<file path="src/rtl/mem_arbiter.sv">
// Two-client (fetch / load-store) arbiter in front of the memory controller, with watchdog abort.
// Optional round-robin tie-break when MEM_ARB_RR_EN is defined; fixed data priority otherwise.
module mem_arbiter #(
   parameter int unsigned TIMEOUT = 64
) (
   input  logic        clk,
   input  logic        reset,
   input  logic        i_req,
   input  logic [31:0] i_address,
   output logic        i_ack,
   input  logic        d_req,
   input  logic        d_rw,
   input  logic [31:0] d_address,
   input  logic [31:0] d_write_data,
   input  logic [1:0]  d_size,
   output logic        d_ack,
   output logic [31:0] rdata,
   output logic        err,
   output logic        busy,
   output logic        mem_rw_req,
   output logic [31:0] mem_address,
   output logic        mem_rw,
   output logic [31:0] mem_write_data,
   output logic [1:0]  mem_size,
   input  logic [31:0] mem_read_data,
   input  logic        mem_data_valid
);

   typedef enum logic [1:0] {StIdle, StIssue, StWait, StResp} state_t;

   localparam logic [16:0] LP_TIMEOUT = 17'(TIMEOUT);

   state_t      r_state;
   logic        r_owner_d;
   logic [15:0] r_cnt;
   logic        r_i_ack;
   logic        r_d_ack;
   logic        r_err;
   logic        r_busy;
   logic [31:0] r_rdata;
   logic        r_mem_rw_req;
   logic [31:0] r_mem_address;
   logic        r_mem_rw;
   logic [31:0] r_mem_write_data;
   logic [1:0]  r_mem_size;

   logic        w_any_req;
   logic        w_grant_d;
   logic [16:0] w_cnt_inc;
   logic        w_timeout;

   assign w_any_req = i_req | d_req;
   assign w_cnt_inc = {1'b0, r_cnt} + 17'd1;
   assign w_timeout = (LP_TIMEOUT != 17'd0) && (w_cnt_inc == LP_TIMEOUT);

`ifdef MEM_ARB_RR_EN
   // r_last_d = 1 when the data client was granted most recently
   logic r_last_d;

   assign w_grant_d = d_req & (~i_req | ~r_last_d);

   always_ff @(posedge clk or negedge reset) begin
      if (!reset) begin
         r_last_d <= 1'b0;
      end else if (r_state == StIdle && w_any_req) begin
         r_last_d <= w_grant_d;
      end
   end
`else
   assign w_grant_d = d_req;
`endif

   always_ff @(posedge clk or negedge reset) begin
      if (!reset) begin
         r_state          <= StIdle;
         r_owner_d        <= 1'b0;
         r_cnt            <= '0;
         r_i_ack          <= 1'b0;
         r_d_ack          <= 1'b0;
         r_err            <= 1'b0;
         r_busy           <= 1'b0;
         r_rdata          <= '0;
         r_mem_rw_req     <= 1'b0;
         r_mem_address    <= '0;
         r_mem_rw         <= 1'b0;
         r_mem_write_data <= '0;
         r_mem_size       <= '0;
      end else begin
         r_i_ack      <= 1'b0;
         r_d_ack      <= 1'b0;
         r_err        <= 1'b0;
         r_mem_rw_req <= 1'b0;
         case (r_state)
            StIdle: begin
               if (w_any_req) begin
                  r_owner_d    <= w_grant_d;
                  r_mem_rw_req <= 1'b1;
                  r_busy       <= 1'b1;
                  r_state      <= StIssue;
                  if (w_grant_d) begin
                     r_mem_address    <= d_address;
                     r_mem_rw         <= d_rw;
                     r_mem_write_data <= d_write_data;
                     r_mem_size       <= d_size;
                  end else begin
                     r_mem_address    <= i_address;
                     r_mem_rw         <= 1'b0;
                     r_mem_write_data <= '0;
                     r_mem_size       <= 2'd2;
                  end
               end
            end
            StIssue: begin
               r_cnt   <= '0;
               r_state <= StWait;
            end
            StWait: begin
               // Data beats the watchdog when both land on the same edge
               if (mem_data_valid) begin
                  r_rdata <= mem_read_data;
                  r_i_ack <= ~r_owner_d;
                  r_d_ack <= r_owner_d;
                  r_state <= StResp;
               end else if (w_timeout) begin
                  r_rdata <= '0;
                  r_err   <= 1'b1;
                  r_i_ack <= ~r_owner_d;
                  r_d_ack <= r_owner_d;
                  r_state <= StResp;
               end else begin
                  r_cnt <= w_cnt_inc[15:0];
               end
            end
            StResp: begin
               r_busy  <= 1'b0;
               r_state <= StIdle;
            end
            default: r_state <= StIdle;
         endcase
      end
   end

   assign i_ack          = r_i_ack;
   assign d_ack          = r_d_ack;
   assign err            = r_err;
   assign busy           = r_busy;
   assign rdata          = r_rdata;
   assign mem_rw_req     = r_mem_rw_req;
   assign mem_address    = r_mem_address;
   assign mem_rw         = r_mem_rw;
   assign mem_write_data = r_mem_write_data;
   assign mem_size       = r_mem_size;

endmodule

</file>
<file path="config.mk">
export PLATFORM = sky130hd
export DESIGN_NAME = mem_arbiter
export DESIGN_NICKNAME = d
export VERILOG_FILES = /design/src/rtl/mem_arbiter.sv
export SDC_FILE = /design/constraint.sdc
export NUM_CORES = 1
export LEC_CHECK = 0
export ABC_CLOCK_PERIOD_IN_PS = 2900
export BUFFER_PORTS_ARGS = -buffer_cell sky130_fd_sc_hd__buf_2
export CORE_ASPECT_RATIO = 1.5
export CORE_MARGIN = 3
export CORE_UTILIZATION = 35
export DETAILED_ROUTE_END_ITERATION = 8
export GPL_TIMING_DRIVEN = 0
export PLACE_DENSITY_LB_ADDON = 0.12
export SLEW_MARGIN = 20
export SYNTH_ARGS = -nofsm -noshare
export SYNTH_HDL_FRONTEND = slang
export SYNTH_SLANG_ARGS = --single-unit
</file>
<file path="constraint.sdc">
create_clock -name clk -period 2.9 [get_ports clk]
set_input_delay 0.145 -clock clk [delete_from_list [all_inputs] [get_ports clk]]
set_output_delay 0.145 -clock clk [all_outputs]
set_load 0.01 [all_outputs]
</file>
# After elaboration in Yosys (flattened, before gate mapping)
# Index checks and enable logic that the tools add are counted.
[classes] add_sub_neg=1 n_eq_ne=8 n_shift=0 n_div=0 muxes=26 n_lt_le_gt_ge=0 n_mul=0 reduce_logical=9 n_bitwise=2
[ops] op="$mux W32" n=4
[ops] op="$mux W16" n=2
[ops] op="$pmux W16 S2" n=1
[ops] op="$add A16 B1 Y17 const B" n=1
[ops] op="$eq A17 B7 Y1 const B" n=1
[ops] op="$mux W1" n=13
[ops] op="$mux W2" n=4
[ops] op="$pmux W2 S4" n=1
[ops] op="$reduce_and A2 Y1" n=4
[ops] op="$ne A2 B2 Y1 const B" n=3
[ops] op="$reduce_bool A2 Y1" n=3
[ops] op="$eq A2 B2 Y1 const B" n=2
[ops] op="$ne A3 B3 Y1 const B" n=1
[ops] op="$reduce_and A3 Y1" n=1
[ops] op="$eq A2 B1 Y1 const B" n=1
[ops] op="$logic_not A2 Y1" n=1
[ops] op="$pmux W1 S2" n=1
[ops] op="$not A1 Y1" n=1
[ops] op="$or A1 B1 Y1" n=1
[word_totals] mem_count=0 ramBits=0 input_bits=136 output_inout_bits=104 latchBits=0 rom_bits=0 wordCells=59 reg_bits=123

# Logic depth before layout (Yosys ltp)
# Gate-level depths: netlist of run 1.
[depth] ltp_word=5 ltp_mapped=10 depth_no_buf=8

# Worst setup path after synthesis of run 1
# No wires, ideal clock.
[synth_path] path_type="register -> register" from="register r_cnt[0]" to="register r_rdata[10] (netlist: rdata[10])" setup_time_ns=0.121 arrival_time_ns=2.255 t_required_ns=2.779 stages_incl_launch_ff=11 path_buffers=2 slack_ns=0.524 synth_period_minus_slack_ns=2.376 cell_sequence="dfrtp_1 > ha_1 > and2_0 > a2111oi_0 > mux2i_1 > o31ai_2 > a31oi_1 > nand2b_1 > buf_4 > buf_6 > a22o_1"
[synth_via] elab_chain_cells=4
[synth_lines] item="from (decl)" line="35" text="logic [15:0] r_cnt;"
[synth_lines] item="from (signal assigned)" line="131" text="r_cnt <= w_cnt_inc[15:0];"
[synth_lines] item="$add A16 B1 Y17" line="53" text="assign w_cnt_inc = {1'b0, r_cnt} + 17'd1;"
[synth_lines] item="$eq A17 B7 Y1" line="54" text="assign w_timeout = (LP_TIMEOUT != 17'd0) && (w_cnt_inc == LP_TIMEOUT);"
[synth_lines] item="$reduce_bool A2 Y1 (no line)"
[synth_lines] item="$reduce_and A2 Y1 (no line)"
[synth_lines] item="to (signal assigned)" line="120" text="r_rdata <= mem_read_data;"
[synth_lines] item="to (decl)" line="40" text="logic [31:0] r_rdata;"
# Every way passes these cells.
# A chain may end at the register's enable or synchronous reset.

# Final worst setup path of run 1
[layout_path] from="register r_cnt[9]" to="register r_rdata[28] (netlist: rdata[28])"
# Same word-level chain as after synthesis.

==> results of run 1 <==
-- registers in the layout, summed over array words and instances, names as in the netlist --
register	count
busy	1
mem_write_data	32
mem_rw	1
err	1
mem_address	32
rdata	32
mem_rw_req	1
i_ack	1
r_state	2
mem_size	2
r_owner_d	1
d_ack	1
r_cnt	16
-- per-layer routing --
layer	vias to the layer above	GRT usage, %	routed length, µm
li1	2460	-	-
met1	2448	22.47	6552
met2	161	36.44	9172
met3	20	4.855	1022
met4	0	6.216	274
met5	-	0	0
-- kinds of logic after synthesis --
family / Yosys count
and+or+nand+nor: 209
DFF: 123
AOI/OAI and AO/OA: 86
muxes: 48
buffers and inverters: 47
adders and majority gates: 6
-- worst register-to-register path, stage by stage (launching register included) --
cell      delay (ps)
dfrtp_1          310
buf_2            170
nand4_1          240
or4_1            560
o31ai_2          350
a31oi_1          200
nand2b_1         210
buf_4            170
buf_6            150
a22o_1           240
-- what timing repair did --
action	4_1_cts	5_1_grt
gates resized for setup	0	3
hold buffers	68	0
endpoints found under the setup margin	0	40
endpoints found under the hold margin	110	0
-- per-stage QoR --
| stage | worst slack [ps] | hold slack [ps] |
|---|---|---|
| after CTS | 69.42 | 18.93 |
| after global placement | 93.76 | 365.7 |
| after detailed placement | 73.47 | 107.2 |
| final | 186.5 | 30.84 |
| after global routing | 14.54 | 32.05 |
| after floorplan | 523.9 | -150.6 |
-- worst max path at each step --
stage | start | end | cells past startpoint
after global routing | r_cnt[0]$_DFFE_PN0P_ | rdata[28]$_DFFE_PN0P_ | 10
after global placement | reset | mem_write_data[30]$_DFFE_PN0P_ | 1
final | r_cnt[9]$_DFFE_PN0P_ | rdata[28]$_DFFE_PN0P_ | 9
after CTS | r_cnt[0]$_DFFE_PN0P_ | rdata[28]$_DFFE_PN0P_ | 10
after floorplan | r_cnt[0]$_DFFE_PN0P_ | rdata[10]$_DFFE_PN0P_ | 10
after detailed placement | r_cnt[0]$_DFFE_PN0P_ | rdata[28]$_DFFE_PN0P_ | 10
-- power breakdown --
part	internal (mW)	switching [mW]
combinational	1.13	1.60
sequential	2.41	0.362
clock	1.35	0.777
-- layout make-up --
type,count,area share [%]
Antenna cell,1,0.03069
Buffer,39,2.241
Clock buffer,17,5.218
Clock inverter,14,2.103
Inverter,8,0.3683
Multi-Input combinational cell,349,25.91
Sequential cell,123,37.75
Tap cell,196,3.008
Timing Repair Buffer,307,23.37
-- cell usage after synthesis (2+ instances only) --
library cell,instances
o21ai_0,36
mux2_2,2
mux2i_1,46
buf_2,4
nor2_1,11
nor4_1,2
o211ai_1,2
nand3_1,40
buf_6,3
a22o_1,33
buf_1,4
nand4_1,6
inv_1,8
nand2b_1,4
clkbuf_1,25
a31oi_1,3
nor3b_1,2
dfrtp_1,123
nor3_1,4
nand3b_1,2
and3_1,3
and2_1,2
nand2_1,126
buf_4,2
ha_1,6
==> metrics.cfg, run 1 <==
[run_status]
status=completed

[global_route]
grt_usage_pct=19.83
antenna_found_initial=0
grt_pass1_wl_mm=26.21
grt_max_degree=81
overflow=0
grt_pass1_vias=5106

[min_path]
worstHoldStart=i_address[8]
hold_end=mem_address[8]$_DFFE_PN0P_
hold_depth=3
hp-class=in2reg

[floorplanning]
die_x_um=107.3
dieHeight_um=158.0
coreArea_um2=14800
die-area_um2=16960
start_util_pct=36.43
rows=54
num_io_pins=240

[cells_and_area]
final_cell_mix=buf_2, nand2_1, dfrtp_1
fillers=1330
final_common_cell=buf_2
multi_input_area_um2=2112
final_cells=1054
final_util_pct=55.10
seq_area_um2=3078
area_growth_pct=51.25
fin_area_um2=8153
layout-drive-gt1-share_pct=33.61
fin_nets=987

[drt]
ant_nets=0
postRouteWirelength_mm=17.02
drtPass1Iterations=4
vias=5089
routedWlPerCell_um=16.15
post-route-drc-count=0
drt_iter0_drc=257
vias_per_cell=4.828

[critical_path]
slowest_stage=or4_1
end_kind=register
path_buf_inv=3
crit_required_ps=3190
arrival_ps=3000
r2r_end=rdata[28]$_DFFE_PN0P_
cpPeakStageDelay_ps=560
ff2ff_path_depth=9
cp_top_family=simple AND/OR/NAND/NOR gates
worstPathCellList=buf_2 > nand4_1 > or4_1 > o31ai_2 > a31oi_1 > nand2b_1 > buf_4 > buf_6 > a22o_1
critical_path_class=reg2reg
crit_fanout=10
ff2ff_setup_slack_ps=190
worst_setup_path_start_kind=register
r2r-start=r_cnt[9]$_DFFE_PN0P_

[yosys]
synth.top_cell.area_share_pct=57.10
synth_top_area_cell=dfrtp_1
synth_edf_count=0
synth-simple-area-share_pct=17.27
synth_compound_area_share_pct=11.33
avgSynthCellArea_um2=10.39
synth_mux_area_share_pct=8.960
async_reset_ff_share_pct=100.0
yosysWarnings=0
yosys-top-cells-area=dfrtp_1, nand2_1, mux2i_1
yosysSeqAreaShare_pct=57.10
yosys.area_share.adder_pct=1.393
netlist_area_um2=5390
yosysUniqueCellTypes=45
synth_xor_area_share_pct=0
yosys_register_bits=123
synth_fp_nets=661
synth_top_family_by_area=simple AND/OR/NAND/NOR gates
synth_ff_type=dfrtp_1
postSynthCellCount=519

[place]
portBuffers=238
place.gp.congestion=0.8177
placed_cell_area_um2=6860
dpl.hpwl_mm=12.48
place_inst=954

[clocking]
numCtsBuffers=17
clk_latency_ps=410
cts_buffer_depth=2
cts_root_buffer=clkbuf_16
clk_pin_slew_ps=60
post_cts_buffers=0
htree_levels=4
cts_sinks=123
cts_tree=built

[sta]
hold_viol=0
setup_viol=0
min_period_ps=2713
clock_skew_ps=9.230
rsz0062_at_grt=false
fmax_mhz=368.5
fin_crit_sh_pct=93.57
final_max_slew_viol_count=0
worstMarginPinSlew_ps=897.0
setup_tns_ps=0
relSlewSlack_pct=40.20

[pwr]
peakVddDrop_uv=381.1
p_leak_nw=4.289
powerDensity_nw_per_um2=935.3
power_mw=7.625

[flow_run]
drv_cap=0

(Power assumes the default switching activity.)
==> inputs of run 2 (changes only) <==
--- a/config.mk
+++ b/config.mk
@@ -7,6 +7,8 @@
 export LEC_CHECK = 0
 export ABC_CLOCK_PERIOD_IN_PS = 2900
 export BUFFER_PORTS_ARGS = -buffer_cell sky130_fd_sc_hd__buf_2
+export CELL_PAD_IN_SITES_DETAIL_PLACEMENT = 0
+export CELL_PAD_IN_SITES_GLOBAL_PLACEMENT = 1
 export CORE_ASPECT_RATIO = 1.5
 export CORE_MARGIN = 3
 export CORE_UTILIZATION = 35
==> run 2 against run 1 <==
  * Worst setup slack got worse by 11 ps
  * Final area fell by 0.68%
  * Largest cell class unchanged
  * Final cell count fell by 0.19%
  * Largest power group unchanged
==> metrics.cfg, run 2 (synthesized netlist as in run 1, its figures left out) <==
[run_status]
status=completed

[critical_path]
arrival_ps=3010  ; about the same
crit_fanout=10  ; unchanged
ff2ff_path_depth=9  ; unchanged
end_kind=register
critical_path_class=reg2reg
crit_start=r_cnt[9]$_DFFE_PN0P_
ff2ff_setup_slack_ps=180  ; about the same
critPathCapture=rdata[13]$_DFFE_PN0P_
r2r-start=r_cnt[9]$_DFFE_PN0P_
crit_required_ps=3190  ; about the same
worst_setup_path_start_kind=register
r2r_end=rdata[13]$_DFFE_PN0P_

[drt]
routedWlPerCell_um=16.18  ; +0.18%
ant_nets=0  ; unchanged
post-route-drc-count=0  ; unchanged
postRouteWirelength_mm=17.02  ; about the same
vias=4995  ; -1.8%
drtPass1Iterations=4  ; unchanged
drt_iter0_drc=264  ; +2.7%
vias_per_cell=4.748  ; -1.7%

[sta]
setup_tns_ps=0  ; unchanged
fmax_mhz=367.1  ; -0.40%
setup_viol=0  ; unchanged
hold_viol=0  ; unchanged
hold_ws_ps=15.48  ; -15.36 ps
clock_skew_ps=7.186  ; -2.044 ps
rsz0062_at_grt=false
fin_crit_sh_pct=93.94  ; +0.37 points
min_period_ps=2724  ; +10.86 ps
relSlewSlack_pct=29.36  ; -11 points
final_max_slew_viol_count=0  ; unchanged
worstMarginPinSlew_ps=1060  ; +162.5 ps

[floorplanning]
num_io_pins=240  ; unchanged
rows=54  ; unchanged
start_util_pct=36.43  ; unchanged
die_x_um=107.3  ; unchanged
coreArea_um2=14800  ; unchanged
dieHeight_um=158.0  ; unchanged
die-area_um2=16960  ; unchanged

[pwr]
power_switching_mw=2.725  ; -0.42%
seqPwrFrac_pct=36.9  ; +0.6 points
peakVddDrop_uv=426.4  ; +12%
internal_power_mw=4.742  ; -3.0%
switching_share_pct=36.49  ; +0.61 points
p_leak_nw=4.275  ; -0.31%
combPwrFrac_pct=36.4  ; +0.6 points
powerDensity_nw_per_um2=922.0  ; -1.4%
clockPowerShare_pct=26.7  ; -1.2 points

[cells_and_area]
final_common_cell=buf_2
layout-drive-gt1-share_pct=33.53  ; -0.078 points
final_cell_mix=buf_2, nand2_1, dfrtp_1
area_growth_pct=50.23
fin_nets=986  ; -0.10%
diodes=0  ; -1
fillers=1323  ; -0.53%
fin_area_um2=8098  ; -0.68%

[clocking]
cts_sinks=123  ; unchanged
htree_levels=4  ; unchanged
clk_latency_ps=410  ; about the same
post_cts_buffers=0  ; unchanged
cts_buffer_depth=2  ; unchanged
clk_pin_slew_ps=60  ; about the same
cts_tree=built
cts_root_buffer=clkbuf_16
numCtsBuffers=17  ; unchanged

[global_route]
antenna_found_initial=0  ; unchanged
grt_pass1_vias=5057  ; -0.96%
grt_usage_pct=19.98  ; +0.15 points
overflow=0  ; unchanged
grt_max_degree=69  ; -15%
grt_pass1_wl_mm=26.58  ; +1.4%

[place]
dpl.hpwl_mm=12.43  ; -0.40%
placed_cell_area_um2=6860  ; unchanged
place.gp.congestion=0.8115  ; -0.76%
portBuffers=238  ; unchanged

[min_path]
worstHoldStart=mem_read_data[6]
hp-class=in2reg

[flow_run]
drv_cap=0  ; unchanged

[run 2: changes by cell type in the layout (fill, tap and decap cells not counted)]
cell           previous run  this run
bufinv_16                 3         1
clkinv_4                  1         3
clkinvlp_4                6         4
a2111oi_0                 0         1
a2111oi_1                 1         0
clkbuf_8                  0         1
clkinv_2                  2         3
diode_2                   1         0
dlygate4sd3_1            68        67
inv_6                     2         1
inv_8                     0         1
nor3_1                    3         4
nor3_2                    1         0
[run 2: layout make-up]
| cell class | count | area, µm² | share of cell area, % |
|---|---|---|---|
| Sequential cell | 123 | 3078 | 38.01 |
| Clock inverter | 13 | 121.4 | 1.499 |
| Tap cell | 196 | 245.2 | 3.028 |
| Clock buffer | 18 | 439.2 | 5.423 |
| Timing Repair Buffer | 306 | 1896 | 23.41 |
| Buffer | 39 | 182.7 | 2.256 |
| Multi-Input combinational cell | 349 | 2106 | 26.00 |
| Inverter | 8 | 30.03 | 0.3708 |
[run 2: critical path: stages, from the launching register on]
cell      delay (ps)
dfrtp_1          310
buf_2            170
nand4_1          240
or4_1            560
o31ai_2          360
a31oi_1          210
nand2b_1         190
buf_4            170
buf_6            150
a22o_1           230
[run 2: metal layers]
layer  vias to the layer above  share of wire [%]  track usage, %
met5                         -                  0               0
met4                         0                1.1           5.728
met3                        13                6.9           4.529
met2                       175                 53           36.38
met1                      2357                 39           23.40
li1                       2450                  -               -
[run 2: power by group through the flow]
stage	sequential (mW)	clock (mW)	combinational (mW)
2_1_floorplan	3.09	0	1.14
3_3_place_gp	2.75	0	2.65
3_5_place_dp	2.78	0	2.68
4_1_cts	2.75	2.05	2.77
5_1_grt	2.84	2.12	3.02
6_report	2.75	2.00	2.72
[run 2: metrics by stage]
step | utilization, % | setup WS (ps) | power, mW | instances
final | 54.73 | 175.7 | 7.466 | 1052
after global routing | 54.73 | 9.685 | 7.991 | 1052
after CTS | 54.68 | 100.7 | 7.569 | 1052
after detailed placement | 46.36 | 106.6 | 5.462 | 954
after global placement | 46.14 | 75.68 | 5.404 | 953
after floorplan | - | 523.9 | 4.225 | 519
[run 2: worst min-delay path by stage]
stage	to	cells past startpoint
6_report	rdata[6]$_DFFE_PN0P_	2
5_1_grt	rdata[6]$_DFFE_PN0P_	2
4_1_cts	rdata[6]$_DFFE_PN0P_	2
3_5_place_dp	rdata[16]$_DFFE_PN0P_	1
3_3_place_gp	rdata[1]$_DFFE_PN0P_	2
2_1_floorplan	busy$_DFFE_PN0P_	0
[run 2: timing repair]
item	4_1_cts	5_1_grt
endpoints found under the setup margin	0	31
hold endpoints to repair	133	0
hold buffers	67	0
resized for setup	0	1
==> inputs of run 3 (changes only) <==
--- a/config.mk
+++ b/config.mk
@@ -5,13 +5,13 @@
 export SDC_FILE = /design/constraint.sdc
 export NUM_CORES = 1
 export LEC_CHECK = 0
-export ABC_CLOCK_PERIOD_IN_PS = 2900
+export ABC_CLOCK_PERIOD_IN_PS = 2290
 export BUFFER_PORTS_ARGS = -buffer_cell sky130_fd_sc_hd__buf_2
 export CELL_PAD_IN_SITES_DETAIL_PLACEMENT = 0
 export CELL_PAD_IN_SITES_GLOBAL_PLACEMENT = 1
 export CORE_ASPECT_RATIO = 1.5
 export CORE_MARGIN = 3
-export CORE_UTILIZATION = 35
+export CORE_UTILIZATION = 31
 export DETAILED_ROUTE_END_ITERATION = 8
 export GPL_TIMING_DRIVEN = 0
 export PLACE_DENSITY_LB_ADDON = 0.12
==> constraint.sdc (replaced) <==
create_clock -name clk -period 2.29 [get_ports clk]
set_input_delay 0.1145 -clock clk [delete_from_list [all_inputs] [get_ports clk]]
set_output_delay 0.1145 -clock clk [all_outputs]
set_load 0.01 [all_outputs]
==> run 3 against run 2 <==
  * The run now ends with negative setup slack left
  * Final area up 8.8%
  * Count of clock-buffer cells in the layout unchanged
  * Highest routed layer unchanged
  * Die area up 12%
  * Final cell count up 5.7%
  * Critical path type unchanged
  * Largest cell class unchanged
  * Register-to-register slack worse by 270 ps
==> metrics.cfg, run 3 (synthesized netlist as in run 1, its figures left out) <==
[run_status]
status=finished with violations
violations=negative setup slack

[critical_path]
crit_required_ps=2590  ; -600 ps
ff2ff_setup_slack_ps=-100  ; -270 ps
cpPeakStageDelay_ps=590  ; +30 ps
worstPathCellList=nand3_4 > or4_4 > mux2i_4 > o31ai_4 > a31oi_2 > nand2b_4 > buf_6 > a22o_1
r2r_end=rdata[25]$_DFFE_PN0P_
slowest_stage=or4_4
crit_fanout=10  ; unchanged
arrival_ps=2690  ; -320 ps
r2r-start=r_cnt[3]$_DFFE_PN0P_
worst_setup_path_start_kind=register
ff2ff_path_depth=8  ; -1
end_kind=register
critical_path_class=reg2reg

[min_path]
hold_end=mem_address[5]$_DFFE_PN0P_
hp-class=in2reg
hold_depth=3  ; +1
worstHoldStart=i_address[5]

[floorplanning]
die_x_um=113.7  ; +5.9%
num_io_pins=240  ; unchanged
start_util_pct=31.88  ; -4.6 points
dieHeight_um=167.5  ; +6.0%
rows=58  ; +7.4%
die-area_um2=19040  ; +12%
coreArea_um2=16910  ; +14%

[cells_and_area]
diodes=0  ; unchanged
fin_nets=1031  ; +4.6%
fillers=1567  ; +18%
final_common_cell=buf_2
final_cells=1112  ; +5.7%
final_cell_mix=buf_2, nand2_1, dfrtp_1
layout-drive-gt1-share_pct=37.69  ; +4.2 points
area_growth_pct=63.46
seq_area_um2=3084  ; +0.20%
multi_input_area_um2=2327  ; +11%

[drt]
vias_per_cell=4.719  ; -0.60%
vias=5248  ; +5.1%
drt_iter0_drc=166  ; -37%
ant_nets=0  ; unchanged
drtPass1Iterations=4  ; unchanged
postRouteWirelength_mm=18.36  ; +7.9%
post-route-drc-count=0  ; unchanged
routedWlPerCell_um=16.51  ; +2.0%

[pwr]
peakVddDrop_uv=573.5  ; +34%
combPwrFrac_pct=37.6  ; +1.2 points
seqPwrFrac_pct=35.7  ; -1.2 points
internal_power_mw=6.260  ; +32%
power_switching_mw=3.576  ; +31%
clockPowerShare_pct=26.6  ; about the same
switching_share_pct=36.36  ; -0.14 points
p_leak_nw=4.563  ; +6.7%
powerDensity_nw_per_um2=1116  ; +21%

[global_route]
grt_pass1_wl_mm=29.38  ; +11%
grt_pass1_vias=5614  ; +11%
overflow=0  ; unchanged
grt_usage_pct=19.78  ; -0.20 points
antenna_found_initial=0  ; unchanged
grt_max_degree=69  ; unchanged

[clocking]
clk_pin_slew_ps=60  ; about the same
clk_latency_ps=420  ; about the same
cts_tree=built
cts_buffer_depth=2  ; unchanged
cts_root_buffer=clkbuf_16
numCtsBuffers=17  ; unchanged
htree_levels=4  ; unchanged
cts_sinks=123  ; unchanged

[place]
place_inst=968  ; +1.5%
portBuffers=238  ; unchanged
place_ws_ps=-387.4  ; -494.0 ps
place.gp.congestion=0.8187  ; +0.89%
dpl.hpwl_mm=13.13  ; +5.6%

[flow_run]
drv_cap=0  ; unchanged

[sta]
rsz0062_at_grt=true
fin_crit_sh_pct=104.3  ; +10 points
clock_skew_ps=4.471  ; -2.715 ps
min_period_ps=2389  ; -335.7 ps
worstMarginPinSlew_ps=980.5  ; -78.99 ps
setup_viol=41  ; +41
setup_ws_ps=-98.60  ; -274.3 ps
fmax_mhz=418.7  ; +14%
relSlewSlack_pct=34.63  ; +5.3 points
hold_viol=0  ; unchanged
final_max_slew_viol_count=0  ; unchanged

==> run 3: layout make-up <==
cell class | instances | share of cell area, %
well taps | 210 | 2.982
flip-flops and latches | 123 | 35.00
inverters | 8 | 0.3408
clock inverters | 14 | 1.661
repair buffers | 356 | 26.80
clock buffers | 18 | 4.871
multi-input cells | 349 | 26.41
plain buffers | 34 | 1.931
==> run 3: worst max-delay path by stage <==
stage | start | depth (start not counted) | to
2_1_floorplan | r_cnt[3]$_DFFE_PN0P_ | 9 | rdata[10]$_DFFE_PN0P_
3_3_place_gp | reset | 1 | mem_write_data[14]$_DFFE_PN0P_
3_5_place_dp | r_cnt[9]$_DFFE_PN0P_ | 9 | r_cnt[5]$_DFFE_PN0P_
4_1_cts | r_cnt[10]$_DFFE_PN0P_ | 9 | rdata[25]$_DFFE_PN0P_
5_1_grt | r_cnt[10]$_DFFE_PN0P_ | 8 | rdata[25]$_DFFE_PN0P_
6_report | r_cnt[3]$_DFFE_PN0P_ | 8 | rdata[25]$_DFFE_PN0P_
==> run 3: through the flow <==
stage               utilization (%)  hold slack, ps  instance area, µm²  TNS (ps)  power (mW)
floorplan                         -          -181.1                5436         0       5.354
global placement              40.75           332.3                6890    -72650       6.854
detailed placement            40.95           105.8                6924    -13820       6.970
CTS                           51.36          0.7376                8685     -2944       9.904
global route                  52.11           2.921                8811     -8023       10.55
finish                        52.11           9.719                8811     -2407       9.836
==> run 3: layer usage <==
| layer | share of wire (%) | up-vias | GRT usage, % |
|---|---|---|---|
| met2 | 54 | 185 | 35.47 |
| li1 | - | 2545 | - |
| met4 | 2.4 | 0 | 7.270 |
| met3 | 5.0 | 34 | 4.266 |
| met5 | 0 | - | 0 |
| met1 | 38 | 2484 | 22.79 |
==> run 3: power groups by stage <==
stage / registers [mW] / clock network [mW] / logic [mW]
6_report: 3.51 / 2.62 / 3.70
5_1_grt: 3.63 / 2.80 / 4.13
4_1_cts: 3.50 / 2.70 / 3.70
3_5_place_dp: 3.54 / 0 / 3.43
3_3_place_gp: 3.50 / 0 / 3.36
2_1_floorplan: 3.91 / 0 / 1.44
==> run 3: critical path: cells and delay by family, from the launching register on <==
kind / cells / cell delay (ps)
mux: 1 / 230
flops: 1 / 430
buf+inv: 1 / 180
simple gates: 3 / 950
compound gates: 3 / 490
==> run 3: repair_timing <==
item                                    in CTS  in global routing
cloned                                       1                  2
buffers inserted                            18                  7
endpoints found under the setup margin      61                 51
pin swaps                                   17                 21
hold buffers                                90                  0
resized for setup                           33                 18
hold endpoints to repair                   134                  0
